==> config.mk <==
export PLATFORM = sky130hd
export DESIGN_NAME = regfile_scoreboard_flat
export DESIGN_NICKNAME = d
export VERILOG_FILES = /design/src/rtl/regfile_scoreboard_if.sv /design/src/rtl/regfile_scoreboard.sv /design/src/flat_wrapper.sv
export SDC_FILE = /design/constraint.sdc
export NUM_CORES = 2
export LEC_CHECK = 0
export CORE_AREA = 2 2 280 338
export CTS_BUF_LIST = sky130_fd_sc_hd__clkbuf_4
export DETAILED_ROUTE_END_ITERATION = 8
export DIE_AREA = 0 0 282 340
export PLACE_DENSITY = 0.8
export SLEW_MARGIN = 15
export SYNTH_ARGS = -nofsm -noshare
export SYNTH_HDL_FRONTEND = slang
export SYNTH_SLANG_ARGS = --single-unit
==> constraint.sdc <==
create_clock -name clk -period 4.5 [get_ports clk]
set_input_delay 0.45 -clock clk [delete_from_list [all_inputs] [get_ports clk]]
set_output_delay 0.45 -clock clk [all_outputs]
set_load 0.02 [all_outputs]
==> src/rtl/regfile_scoreboard_if.sv <==
// regfile_scoreboard_if: decode/writeback bus of the register file.
// Ports: master = decode/writeback side (drives RegWrite, Rd, Write_data, Rs, Issue_valid, Issue_rd;
// receives Read_data, Busy, Stall, Pending_count); slave = register file (opposite directions).
interface regfile_scoreboard_if #(
   parameter int XLEN  = 32,
   parameter int NREGS = 32,
   parameter int NRD   = 2
);
   localparam int AW = $clog2(NREGS);
   localparam int CW = $clog2(NREGS + 1);
   logic                RegWrite;
   logic [AW-1:0]       Rd;
   logic [XLEN-1:0]     Write_data;
   logic [NRD*AW-1:0]   Rs;
   logic [NRD*XLEN-1:0] Read_data;
   logic                Issue_valid;
   logic [AW-1:0]       Issue_rd;
   logic [NRD-1:0]      Busy;
   logic                Stall;
   logic [CW-1:0]       Pending_count;
   modport master (
      output RegWrite, Rd, Write_data, Rs, Issue_valid, Issue_rd,
      input  Read_data, Busy, Stall, Pending_count
   );
   modport slave (
      input  RegWrite, Rd, Write_data, Rs, Issue_valid, Issue_rd,
      output Read_data, Busy, Stall, Pending_count
   );
endinterface

==> src/rtl/regfile_scoreboard.sv <==
// regfile_scoreboard: register file with NRD combinational reads, one write port and a busy scoreboard.
// Ports: clk (rising edge), reset (sync, active-high), bus (regfile_scoreboard_if.slave):
//   RegWrite/Rd/Write_data writeback, Rs/Read_data reads, Issue_valid/Issue_rd reservation,
//   Busy per read port, Stall hazard hold, Pending_count busy register count.
// Option: define REGFILE_BYPASS_EN to forward same-cycle writeback data and released flags to reads/Stall.
module regfile_scoreboard #(
   parameter int XLEN     = 32,
   parameter int NREGS    = 32,
   parameter int NRD      = 2,
   parameter int ZERO_REG = 1
) (
   input logic                 clk,
   input logic                 reset,
   regfile_scoreboard_if.slave bus
);
   localparam int AW = $clog2(NREGS);
   localparam int CW = $clog2(NREGS + 1);
   localparam bit ZR = ZERO_REG != 0;
   logic [XLEN-1:0]  regs [NREGS];
   logic [NREGS-1:0] busy, busy_vis, busy_nxt;
   logic [NRD-1:0]   rd_busy;
   logic [CW-1:0]    count;
   logic             wr_en, wr_clr, stall, issue_ok;
   assign wr_en = bus.RegWrite && !(ZR && bus.Rd == '0);
`ifdef REGFILE_BYPASS_EN
   // A flag released by this cycle's writeback is already invisible to decode.
   assign busy_vis = busy & ~({NREGS{wr_en}} & (NREGS'(1) << bus.Rd));
`else
   assign busy_vis = busy;
`endif
   for (genvar i = 0; i < NRD; i++) begin : g_rd
      logic [AW-1:0] rs;
      assign rs = bus.Rs[i*AW +: AW];
`ifdef REGFILE_BYPASS_EN
      assign bus.Read_data[i*XLEN +: XLEN] = wr_en && rs == bus.Rd ? bus.Write_data : regs[rs];
`else
      assign bus.Read_data[i*XLEN +: XLEN] = regs[rs];
`endif
      assign rd_busy[i] = busy_vis[rs];
   end
   assign bus.Busy          = rd_busy;
   assign stall             = |rd_busy || (bus.Issue_valid && busy_vis[bus.Issue_rd]);
   assign bus.Stall         = stall;
   assign issue_ok          = bus.Issue_valid && !stall && !(ZR && bus.Issue_rd == '0);
   assign wr_clr            = wr_en && busy[bus.Rd];
   assign bus.Pending_count = count;
   // Issue is applied after writeback so a same-register pair leaves the flag set.
   always_comb begin
      busy_nxt = busy;
      if (wr_en) busy_nxt[bus.Rd] = 1'b0;
      if (issue_ok) busy_nxt[bus.Issue_rd] = 1'b1;
   end
   always_ff @(posedge clk) begin
      if (reset) begin
         busy  <= '0;
         count <= '0;
         for (int k = 0; k < NREGS; k++) regs[k] <= '0;
      end else begin
         busy  <= busy_nxt;
         count <= count + CW'(issue_ok) - CW'(wr_clr);
         if (wr_en) regs[bus.Rd] <= bus.Write_data;
      end
   end
endmodule
==> src/flat_wrapper.sv <==
// flat-port wrapper written by rule: the top's interface ports become plain ports
module regfile_scoreboard_flat 
#(
   parameter int XLEN     = 32,
   parameter int NREGS    = 32,
   parameter int NRD      = 2,
   parameter int ZERO_REG = 1
)
  (clk, reset, bus_RegWrite, bus_Rd, bus_Write_data, bus_Rs, bus_Issue_valid, bus_Issue_rd, bus_Read_data, bus_Busy, bus_Stall, bus_Pending_count);
  regfile_scoreboard_if #(.XLEN(XLEN), .NREGS(NREGS), .NRD(NRD)) bus_i ();
  input logic clk;
  input logic reset;
  input wire logic [$bits(bus_i.RegWrite)-1:0] bus_RegWrite;
  input wire logic [$bits(bus_i.Rd)-1:0] bus_Rd;
  input wire logic [$bits(bus_i.Write_data)-1:0] bus_Write_data;
  input wire logic [$bits(bus_i.Rs)-1:0] bus_Rs;
  input wire logic [$bits(bus_i.Issue_valid)-1:0] bus_Issue_valid;
  input wire logic [$bits(bus_i.Issue_rd)-1:0] bus_Issue_rd;
  output wire logic [$bits(bus_i.Read_data)-1:0] bus_Read_data;
  output wire logic [$bits(bus_i.Busy)-1:0] bus_Busy;
  output wire logic [$bits(bus_i.Stall)-1:0] bus_Stall;
  output wire logic [$bits(bus_i.Pending_count)-1:0] bus_Pending_count;
  assign bus_i.RegWrite = bus_RegWrite;
  assign bus_i.Rd = bus_Rd;
  assign bus_i.Write_data = bus_Write_data;
  assign bus_i.Rs = bus_Rs;
  assign bus_i.Issue_valid = bus_Issue_valid;
  assign bus_i.Issue_rd = bus_Issue_rd;
  assign bus_Read_data = bus_i.Read_data;
  assign bus_Busy = bus_i.Busy;
  assign bus_Stall = bus_i.Stall;
  assign bus_Pending_count = bus_i.Pending_count;
  regfile_scoreboard #(.XLEN(XLEN), .NREGS(NREGS), .NRD(NRD), .ZERO_REG(ZERO_REG)) u_core (.clk(clk), .reset(reset), .bus(bus_i));
endmodule
==> out/metrics.yaml <==
final_layout:
  final_net_count: 3789
  drive_above_1_share_pct: 34.0
  final_cell_count_no_fill: 5156
  layout-area-overhead-vs-synth_pct: 11.2
  seq_area_mm2: 0.0315
  final.fill_count: 5988
  multi_input_comb_area_mm2: 0.0241
cts:
  cts-resized-gates: 0
  clock_latency_ns: 1.22
  clk_pin_slew_ns: 0.07
  hold_buf_cts: 1
  clk_path_buf_depth: 4
  total_setup_buffers_inserted_after_cts: 0
  cts.sinks: 1062
  cts-buffers-inserted: 283
  tritoncts: "done"
  cts_root_buffer: "sky130_fd_sc_hd__clkbuf_4"
  number_of_levels_the_h_tree_was_split_into: 5
sta:
  worst_slew_pin_slew_ns: 1.06
  worst_clock_skew_ns: 0.0668
  grt_setup_unrepaired: "no"
  tns_ns: 0
  fmaxAchievable_ghz: 0.247
  report.final.setup_viol: 0
  timing.slew.headroom_pct: 29.2
  timing.final.crit_share_pct: 90.1
  timing_hold_violations_final: 0
  finalWorstPathRequiredPeriod_ns: 4.05
  drv_slew: 0
die:
  coreArea_mm2: 0.0928
  initial_core_util_pct: 61.5
  fp-row-count: 123
  fp.dieH_um: 340
  die-area_mm2: 0.0959
  io_pins: 129
  dieWidth_um: 282
global_routing:
  grt_start_max_net_pins: 80
  grt_overflow_total: 0
  grt_pass1_vias: 38300
  global_route_usage_over_all_layers_pct: 38.6
  grt_pass1_wl_um: 257000
  antenna_found_initial: 25
critical_path:
  worst_r2r_path_depth: 14
  cp-startpoint: "u_core.regs[23][9]"
  cp-start-kind: "register"
  rr_startpoint: "u_core.busy[19]"
  worst_ep_required_time_ns: 4.05
  cp_max_fo: 2
  rr_endpoint: "u_core.bus.Pending_count[4]"
  cp.arrival_ns: 3.60
  critPathKind: "register to primary output"
  cp-end-kind: "primary output"
  reg2reg_setup_slack_ns: 1.12
  critical_path.endpoint: "bus_Read_data[41]"
power:
  vdd.ir_drop.worst_uv: 235
  powerDensity_mw_per_mm2: 361
  leakage_nw: 21.7
detailed_routing:
  drc_errors: 0
  ant_nets: 0
  drt-wirelength-per-cell_um: 34.9
  first_iter_violations: 6114
  postRouteWirelength_um: 180000
  vias: 36800
  route.detailed.vias_per_inst: 7.14
  firstDrtPassIters: 6
place:
  placement.io_buffers: 128
  routabilityCongestion: 0.914
  detailedPlacementHpwl_um: 104000
  dp.cells: 4690
hold_path:
  hold_path.class: "input port to register"
synth:
  ys_dominant_reg_cell: "sky130_fd_sc_hd__edfxtp_1"
  synth-seq-cells: 1062
  count_of_cell_types_in_the_netlist: 48
  postSynth.asyncResetShare_pct: 0
  syn_inst_count: 3529
  synth_sequential_area_ratio_pct: 55.2
  synth_warnings: 0
  synth_largest_type_area_fraction_pct: 53.9
  yosys-top-cells-area: "sky130_fd_sc_hd__edfxtp_1 54%, sky130_fd_sc_hd__mux4_2 26%, sky130_fd_sc_hd__and2_1 11%"
  syn_area_per_cell_um2: 16.2
  synth_area_leader: "sky130_fd_sc_hd__edfxtp_1"
  number_of_flops_mapped_to_enable_cells_by_yosys: 1024
  synth.cell_area_mm2: 0.0570
run_status:
  outcome: "completed"
flow_run:
  max_cap_violations: 0
-- per-layer routing --
metal / GRT usage [%] / part of all wire [%] / vias to the layer above
met4: 23.2 / 6.8 / 8
li1: - / - / 14200
met2: 59.4 / 48 / 3387
met1: 48.2 / 31 / 18400
met5: 0 / 0.028 / -
met3: 12.1 / 14 / 778
-- per-stage QoR --
stage	setup WS, ns	area (µm²)	util (%)	total power [W]	hold WS [ns]
after floorplan	1.08	57100	-	0.0138	0.472
after global placement	0.247	60200	64.8	0.0150	0.545
after detailed placement	0.349	60200	64.8	0.0151	0.539
after CTS	0.365	63400	68.3	0.0229	0.0930
after global routing	0.365	63400	68.3	0.0236	0.0970
final	0.446	63400	68.3	0.0229	0.158
-- cell usage after synthesis, drive strengths merged, types with 2 or more instances --
cell / n
or4: 31
xor2: 2
xnor2: 3
edfxtp: 1024
o211ai: 5
o31ai: 2
or3: 4
mux4: 648
nor3: 5
clkbuf: 241
mux2: 64
o22ai: 16
dfxtp: 38
nand3b: 7
a21oi: 30
nand3: 10
a211oi: 2
buf: 133
and3: 2
nand4b: 2
o221ai: 2
nand2b: 4
a22oi: 10
or3b: 3
and2: 998
o21ai: 24
inv: 41
or2: 2
ha: 6
nand2: 46
a21o: 11
mux2i: 44
nor2: 49
a311oi: 2
nor2b: 9
-- final cells by class --
cell class / instances / share of cell area (%)
Tap cell: 1250 / 2.47
Clock buffer: 392 / 4.64
Inverter: 41 / 0.243
Clock inverter: 58 / 0.353
Antenna cell: 15 / 0.0592
Sequential cell: 1062 / 49.7
Multi-Input combinational cell: 2083 / 38.0
Timing Repair Buffer: 255 / 4.54
-- worst max-delay path: stages, from the launching register on --
cell                              delay [ns]
sky130_fd_sc_hd__edfxtp_1               0.41
sky130_fd_sc_hd__mux4_2                 0.50
sky130_fd_sc_hd__mux4_2                 0.46
sky130_fd_sc_hd__mux2_2                 0.27
sky130_fd_sc_hd__clkdlybuf4s50_1        0.71
-- flip-flops by register name (all words and copies together) (netlist names) --
name and count:
u_core.bus.Pending_count 6, u_core.busy 32, u_core.regs 1024
-- power breakdown --
group          switching, W  internal, W  leakage [nW]
combinational       0.00173      0.00157          9.72
clock               0.00391      0.00398          1.93
sequential         0.000293       0.0114          10.1
total               0.00593       0.0169          21.7
-- worst min path at each step --
stage / start / to / cells after the start
finish: reset / u_core.busy[0] / 3
global route: reset / u_core.bus.Pending_count[5] / 3
CTS: reset / u_core.bus.Pending_count[4] / 3
detailed placement: u_core.busy[1] / u_core.busy[1] / 2
global placement: u_core.busy[3] / u_core.busy[3] / 2
floorplan: u_core.busy[5] / u_core.busy[5] / 2
-- kinds of logic (layout without fill, tap and decap cells) --
| kind of cell | Yosys count | count (layout) | share of synthesized area (%) |
|---|---|---|---|
| xor gates and xnor gates | 5 | 5 | 0.0768 |
| muxes | 756 | 756 | 27.6 |
| DFF | 1062 | 1062 | 55.2 |
| buffers and inverters | 415 | 746 | 3.16 |
| and+or+nand+nor | 1175 | 1175 | 12.6 |
| adders and majority gates | 7 | 7 | 0.167 |
| AOI/OAI and AO/OA | 108 | 108 | 1.16 |
| other | 1 | 47 | 0.00658 |
-- cell usage in the layout (no fill, tap or decap), types with 30 or more instances in the layout --
| cell type | synthesis | final |
|---|---|---|
| sky130_fd_sc_hd__a21oi_1 | 30 | 30 |
| sky130_fd_sc_hd__and2_1 | 998 | 998 |
| sky130_fd_sc_hd__buf_12 | 0 | 51 |
| sky130_fd_sc_hd__buf_4 | 20 | 78 |
| sky130_fd_sc_hd__clkbuf_4 | 0 | 392 |
| sky130_fd_sc_hd__clkdlybuf4s50_1 | 0 | 117 |
| sky130_fd_sc_hd__clkinv_1 | 0 | 44 |
| sky130_fd_sc_hd__conb_1 | 1 | 32 |
| sky130_fd_sc_hd__dfxtp_1 | 38 | 38 |
| sky130_fd_sc_hd__edfxtp_1 | 1024 | 1024 |
| sky130_fd_sc_hd__inv_2 | 0 | 30 |
| sky130_fd_sc_hd__mux2_2 | 64 | 64 |
| sky130_fd_sc_hd__mux2i_1 | 44 | 44 |
| sky130_fd_sc_hd__mux4_2 | 648 | 648 |
| sky130_fd_sc_hd__nand2_1 | 46 | 46 |
| sky130_fd_sc_hd__or4_1 | 31 | 31 |
No activity file was read; power rests on OpenSTA's default activity.
